`src/rtl/tnoc_flit_receiver.sv`:
```
// tnoc_flit_receiver: flit input buffer for a NoC router port.
// Holds flits in a first-word-fall-through FIFO and counts the packets
// that complete.
// The optional framing checker (macro TNOC_FLIT_RECEIVER_CHECKER_EN)
// tracks packet boundaries and raises a sticky framing_error flag.
// Handshake: a transfer happens on a rising edge where valid and ready are
// both 1. Ready never depends on the same-side valid. flit_out_* stays
// stable while valid=1 and ready=0.
module tnoc_flit_receiver #(
  parameter int DATA_WIDTH = 64,
  parameter int DEPTH      = 4
) (
  input  logic                  clk,
  input  logic                  rst,
  input  logic                  flit_in_valid,
  output logic                  flit_in_ready,
  input  logic                  flit_in_type,
  input  logic                  flit_in_head,
  input  logic                  flit_in_tail,
  input  logic [DATA_WIDTH-1:0] flit_in_data,
  output logic                  flit_in_vc_available,
  output logic                  flit_out_valid,
  input  logic                  flit_out_ready,
  output logic                  flit_out_type,
  output logic                  flit_out_head,
  output logic                  flit_out_tail,
  output logic [DATA_WIDTH-1:0] flit_out_data,
  output logic [15:0]           packet_count,
  output logic                  framing_error
);

  localparam int AW = (DEPTH > 1) ? $clog2(DEPTH) : 1;
  localparam int CW = AW + 1;
  localparam int EW = DATA_WIDTH + 3;
  localparam logic [CW-1:0] DEPTH_C = CW'(DEPTH);

  // Each entry is stored as {type, head, tail, data}.
  logic [EW-1:0]   mem_q [DEPTH];
  logic [AW-1:0]   wr_ptr_q, wr_ptr_d;
  logic [AW-1:0]   rd_ptr_q, rd_ptr_d;
  logic [CW-1:0]   count_q, count_d;
  logic            vc_avail_q, vc_avail_d;
  logic [15:0]     pkt_cnt_q, pkt_cnt_d;
  logic            push, pop;
  logic [EW-1:0]   head_entry;

  // Ready is derived from stored occupancy only, so a pop on a full
  // FIFO does not open a slot in the same cycle. It is held low while
  // reset is asserted.
  assign flit_in_ready        = ~rst & (count_q != DEPTH_C);
  assign flit_out_valid       = (count_q != '0);
  assign push                 = flit_in_valid & flit_in_ready;
  assign pop                  = flit_out_valid & flit_out_ready;
  assign flit_in_vc_available = vc_avail_q;
  assign packet_count         = pkt_cnt_q;
  assign head_entry           = mem_q[rd_ptr_q];

  // Next-state for pointers, occupancy, vc availability and the packet counter.
  always_comb begin
    wr_ptr_d  = wr_ptr_q;
    rd_ptr_d  = rd_ptr_q;
    count_d   = count_q;
    pkt_cnt_d = pkt_cnt_q;
    if (push) wr_ptr_d = wr_ptr_q + AW'(1);
    if (pop)  rd_ptr_d = rd_ptr_q + AW'(1);
    case ({push, pop})
      2'b10:   count_d = count_q + CW'(1);
      2'b01:   count_d = count_q - CW'(1);
      default: count_d = count_q;
    endcase
    if (push && flit_in_tail) pkt_cnt_d = pkt_cnt_q + 16'd1;
    vc_avail_d = ((DEPTH_C - count_d) >= CW'(2));
  end

  // Control state register.
  always_ff @(posedge clk or posedge rst) begin
    if (rst) begin
      wr_ptr_q   <= '0;
      rd_ptr_q   <= '0;
      count_q    <= '0;
      vc_avail_q <= 1'b0;
      pkt_cnt_q  <= '0;
    end else begin
      wr_ptr_q   <= wr_ptr_d;
      rd_ptr_q   <= rd_ptr_d;
      count_q    <= count_d;
      vc_avail_q <= vc_avail_d;
      pkt_cnt_q  <= pkt_cnt_d;
    end
  end

  // FIFO storage. Entries are not reset; the outputs are masked when the FIFO is empty.
  always_ff @(posedge clk) begin
    if (push) mem_q[wr_ptr_q] <= {flit_in_type, flit_in_head, flit_in_tail, flit_in_data};
  end

  // First-word fall-through view of the head entry. It reads zero when the FIFO is empty.
  always_comb begin
    flit_out_type = 1'b0;
    flit_out_head = 1'b0;
    flit_out_tail = 1'b0;
    flit_out_data = '0;
    if (flit_out_valid) begin
      flit_out_type = head_entry[EW-1];
      flit_out_head = head_entry[EW-2];
      flit_out_tail = head_entry[EW-3];
      flit_out_data = head_entry[DATA_WIDTH-1:0];
    end
  end

`ifdef TNOC_FLIT_RECEIVER_CHECKER_EN
  typedef enum logic {IDLE = 1'b0, IN_PACKET = 1'b1} frame_state_e;

  frame_state_e state_q, state_d;
  logic         err_q, err_d;
  logic         bad;

  // Framing checker next-state. It advances once per accepted flit.
  // A head flit inside a packet starts a new packet.
  always_comb begin
    state_d = state_q;
    err_d   = err_q;
    bad     = 1'b0;
    if (push) begin
      if (flit_in_head && flit_in_type) bad = 1'b1;
      if (state_q == IDLE) begin
        if (flit_in_head) state_d = flit_in_tail ? IDLE : IN_PACKET;
        else              bad     = 1'b1;
      end else begin
        if (flit_in_head) begin
          bad     = 1'b1;
          state_d = flit_in_tail ? IDLE : IN_PACKET;
        end else if (flit_in_tail) begin
          state_d = IDLE;
        end
      end
      err_d = err_q | bad;
    end
  end

  // Framing checker state and sticky error register.
  always_ff @(posedge clk or posedge rst) begin
    if (rst) begin
      state_q <= IDLE;
      err_q   <= 1'b0;
    end else begin
      state_q <= state_d;
      err_q   <= err_d;
    end
  end

  assign framing_error = err_q;
`else
  assign framing_error = 1'b0;
`endif

endmodule

```
`config.mk`:
```
export PLATFORM = sky130hd
export DESIGN_NAME = tnoc_flit_receiver
export DESIGN_NICKNAME = d
export VERILOG_FILES = /design/src/rtl/tnoc_flit_receiver.sv
export SDC_FILE = /design/constraint.sdc
export NUM_CORES = 1
export LEC_CHECK = 0
export ABC_AREA = 1
export CAP_MARGIN = 15
export CORE_UTILIZATION = 50
export DETAILED_ROUTE_END_ITERATION = 10
export GPL_TIMING_DRIVEN = 0
export PLACE_DENSITY = 0.78
export SLEW_MARGIN = 20
export SYNTH_ARGS = -nofsm -noshare
export SYNTH_HDL_FRONTEND = slang
export SYNTH_SLANG_ARGS = --single-unit
```
`constraint.sdc`:
```
create_clock -name clk -period 3.86 [get_ports clk]
set_input_delay 1.158 -clock clk [delete_from_list [all_inputs] [get_ports clk]]
set_output_delay 1.158 -clock clk [all_outputs]
set_load 0.1 [all_outputs]
```
==> metrics <==
routability cong. 0.834; Routed Wire Length 27.0 mm; Setup-failing EPs final 0; Unique masters post-synth 28; H-tree levels 1; Initial DRC Count 744; r2r endpoint flit_in_vc_available; xor/xnor share of the synthesized area 0.00594; CP Data Required Time 2.70 ns; top-count cell post-synth nor2_1; root buffer cell clkbuf_16; Clk Latency, worst-skew pair 0.55 ns; Adder-Cell Fraction of Synth Area 0.0102; nets 1260; Post-Synthesis Cells 980; complex-gate fraction of the synthesized area 0.0900; largest cells by area after synthesis edfxtp_1, nor2_1, dfrtp_1; post-synthesis mux area share 0; layout cells sized above 1 0.172; dpl hpwl 17.2 mm; first-pass GRT wire length 41.7 mm; Critical Path End flit_out_data[2]; fin crit share 0.969; Die Wd 156 um; Top FF cell, synth edfxtp_1; Worst Tran Pin Value 0.982 ns; PortBufs 156; multi-input gate area in the final layout 2860 um^2; Worst-path clk slew 0.06 ns; Period minus WS final 3.74 ns; Post-Synth Simple-Gate Area 0.124; post-route ant nets 0; Site Rows 55; DP Area 14200 um^2; sequential area share after synthesis 0.733; CTS tree done; main combinational cell family by area after synthesis simple AND/OR/NAND/NOR gates; HP Class reg -> reg; RSZ-0062 raised after global routing no; max_cap viols 0; worst reg2reg path startpoint count_q[1]; Post-CTS Setup Bufs 0; fillers 1670; synthesized area 11800 um^2; Setup crit end kind output port; Worst Skew 0.00936 ns; Hold Vio Cnt, Final 0; DR pass1 iterations 5; hold_sp packet_count[15]; CP max FO 10; global route total overflow 0; core area 22900 um^2; EDFF count, synth 268; CP Class reg -> out; vias in the first global route 7741; Peak Freq 267 MHz; Finished Cell Area 15000 um^2; #FFs+latches synth 292; io pins 158; clock buffer count from CTS 29; Crit. Startpoint rd_ptr_q[0]; Register Area 8650 um^2; Synth area leader edfxtp_1; initial antenna violation count 1; Post-synth top cells nor2_1, edfxtp_1, o21ai_0; Max Slew Vio Count 0; Net Count, Synth 1060; register-to-register setup slack 1.12 ns; Starting Density 0.515; DRC 0; WL/cell 17.8 um; top cell type's share of synthesized area 0.682; async set-reset flop share out of synthesis 0.0822; Num Clock Sinks 292; outcome completed; via count 7913; CP arrival 2.58 ns; Mean Syn Cell Area 12.0 um^2; Syn-to-layout area delta 27.4%; pin count of the biggest net entering global routing 27; Clock Path Buffers 3; GRT Total Usage 0.225; drt via density 5.22; Die Footprint 24200 um^2; Worst R2R Path Depth 12; Worst setup SP type flip-flop; Die Height 156 um; YS warnings 0; Max transition margin 0.343
-- metrics by stage --
stage | TNS [ns] | setup slack, ns | util | cells | hold WS, ns
2_1_floorplan | -93.52 | -0.410 | - | 980 | 0.542
3_3_place_gp | -552.93 | -2.40 | 0.606 | 1449 | 0.493
3_5_place_dp | -42.21 | -0.798 | 0.620 | 1461 | 0.496
4_1_cts | 0 | 0.00391 | 0.655 | 1513 | 0.521
5_1_grt | 0 | 0.00674 | 0.656 | 1515 | 0.553
6_report | 0 | 0.120 | 0.656 | 1515 | 0.519
-- metal layers --
layer / global-route usage / routed length [um]
met5: 0 / 0
met4: 0.0719 / 696
met3: 0.0336 / 1720
met2: 0.382 / 13400
met1: 0.300 / 11200
-- final cells by class --
class / count / share of cell area
Multi-Input combinational cell: 599 / 0.190
Tap cell: 313 / 0.0261
Timing Repair Buffer: 168 / 0.120
Clock inverter: 18 / 0.00866
Inverter: 35 / 0.00899
Clock buffer: 34 / 0.0496
Antenna cell: 1 / 0.000167
Timing Repair inverter: 1 / 0.000333
Sequential cell: 292 / 0.576
Buffer: 54 / 0.0203
-- registers in the layout, summed over array words and instances, names as in the netlist --
signal and count:
wr_ptr_q 2, mem_q 268, flit_in_vc_available 1, rd_ptr_q 2, packet_count 16, count_q 3
-- cell usage in the layout (no fill, tap or decap), types with 8 or more instances in the layout --
master / n
clkbuf_16: 29
o21ai_1: 38
clkdlybuf4s50_1: 88
nand3_1: 10
a21oi_1: 39
nand2_1: 55
clkbuf_1: 19
buf_2: 42
clkbuf_2: 9
buf_4: 8
nor2_1: 284
buf_16: 10
dfrtp_1: 24
inv_1: 30
clkdlybuf4s15_2: 39
edfxtp_1: 268
a21oi_2: 30
o21ai_0: 105
ha_1: 8
-- worst min path at each step --
stage,endpoint,slack [ns],cells after the start
global placement,packet_count[15],0.49,2
global route,packet_count[0],0.55,1
CTS,packet_count[15],0.52,2
detailed placement,packet_count[15],0.50,2
floorplan,count_q[0],0.54,1
finish,packet_count[15],0.52,2
-- timing repair --
item,CTS,global route
endpoints found under the setup margin,69,24
hold endpoints to repair,0,0
resized for setup,259,10
gates cloned,0,1
hold buffers,0,0
-- critical path: stages (launching register included) --
cell	delay (ns)
dfrtp_1	0.40
inv_2	0.18
clkbuf_1	0.43
o21ai_0	0.19
a21oi_1	0.23
clkdlybuf4s15_2	0.61
-- cells by family (layout without fill, tap and decap cells) --
logic type	after synthesis	count (layout)
flops	292	292
other cells	1	2
buf+inv	89	310
xor+xnor	8	8
fa+ha+maj	9	9
simple gates	369	369
compound gates	212	212
Power is left out: the tool's default activity adds up to more than one toggle a clock period on the data nets, which glitch-free logic cannot reach.
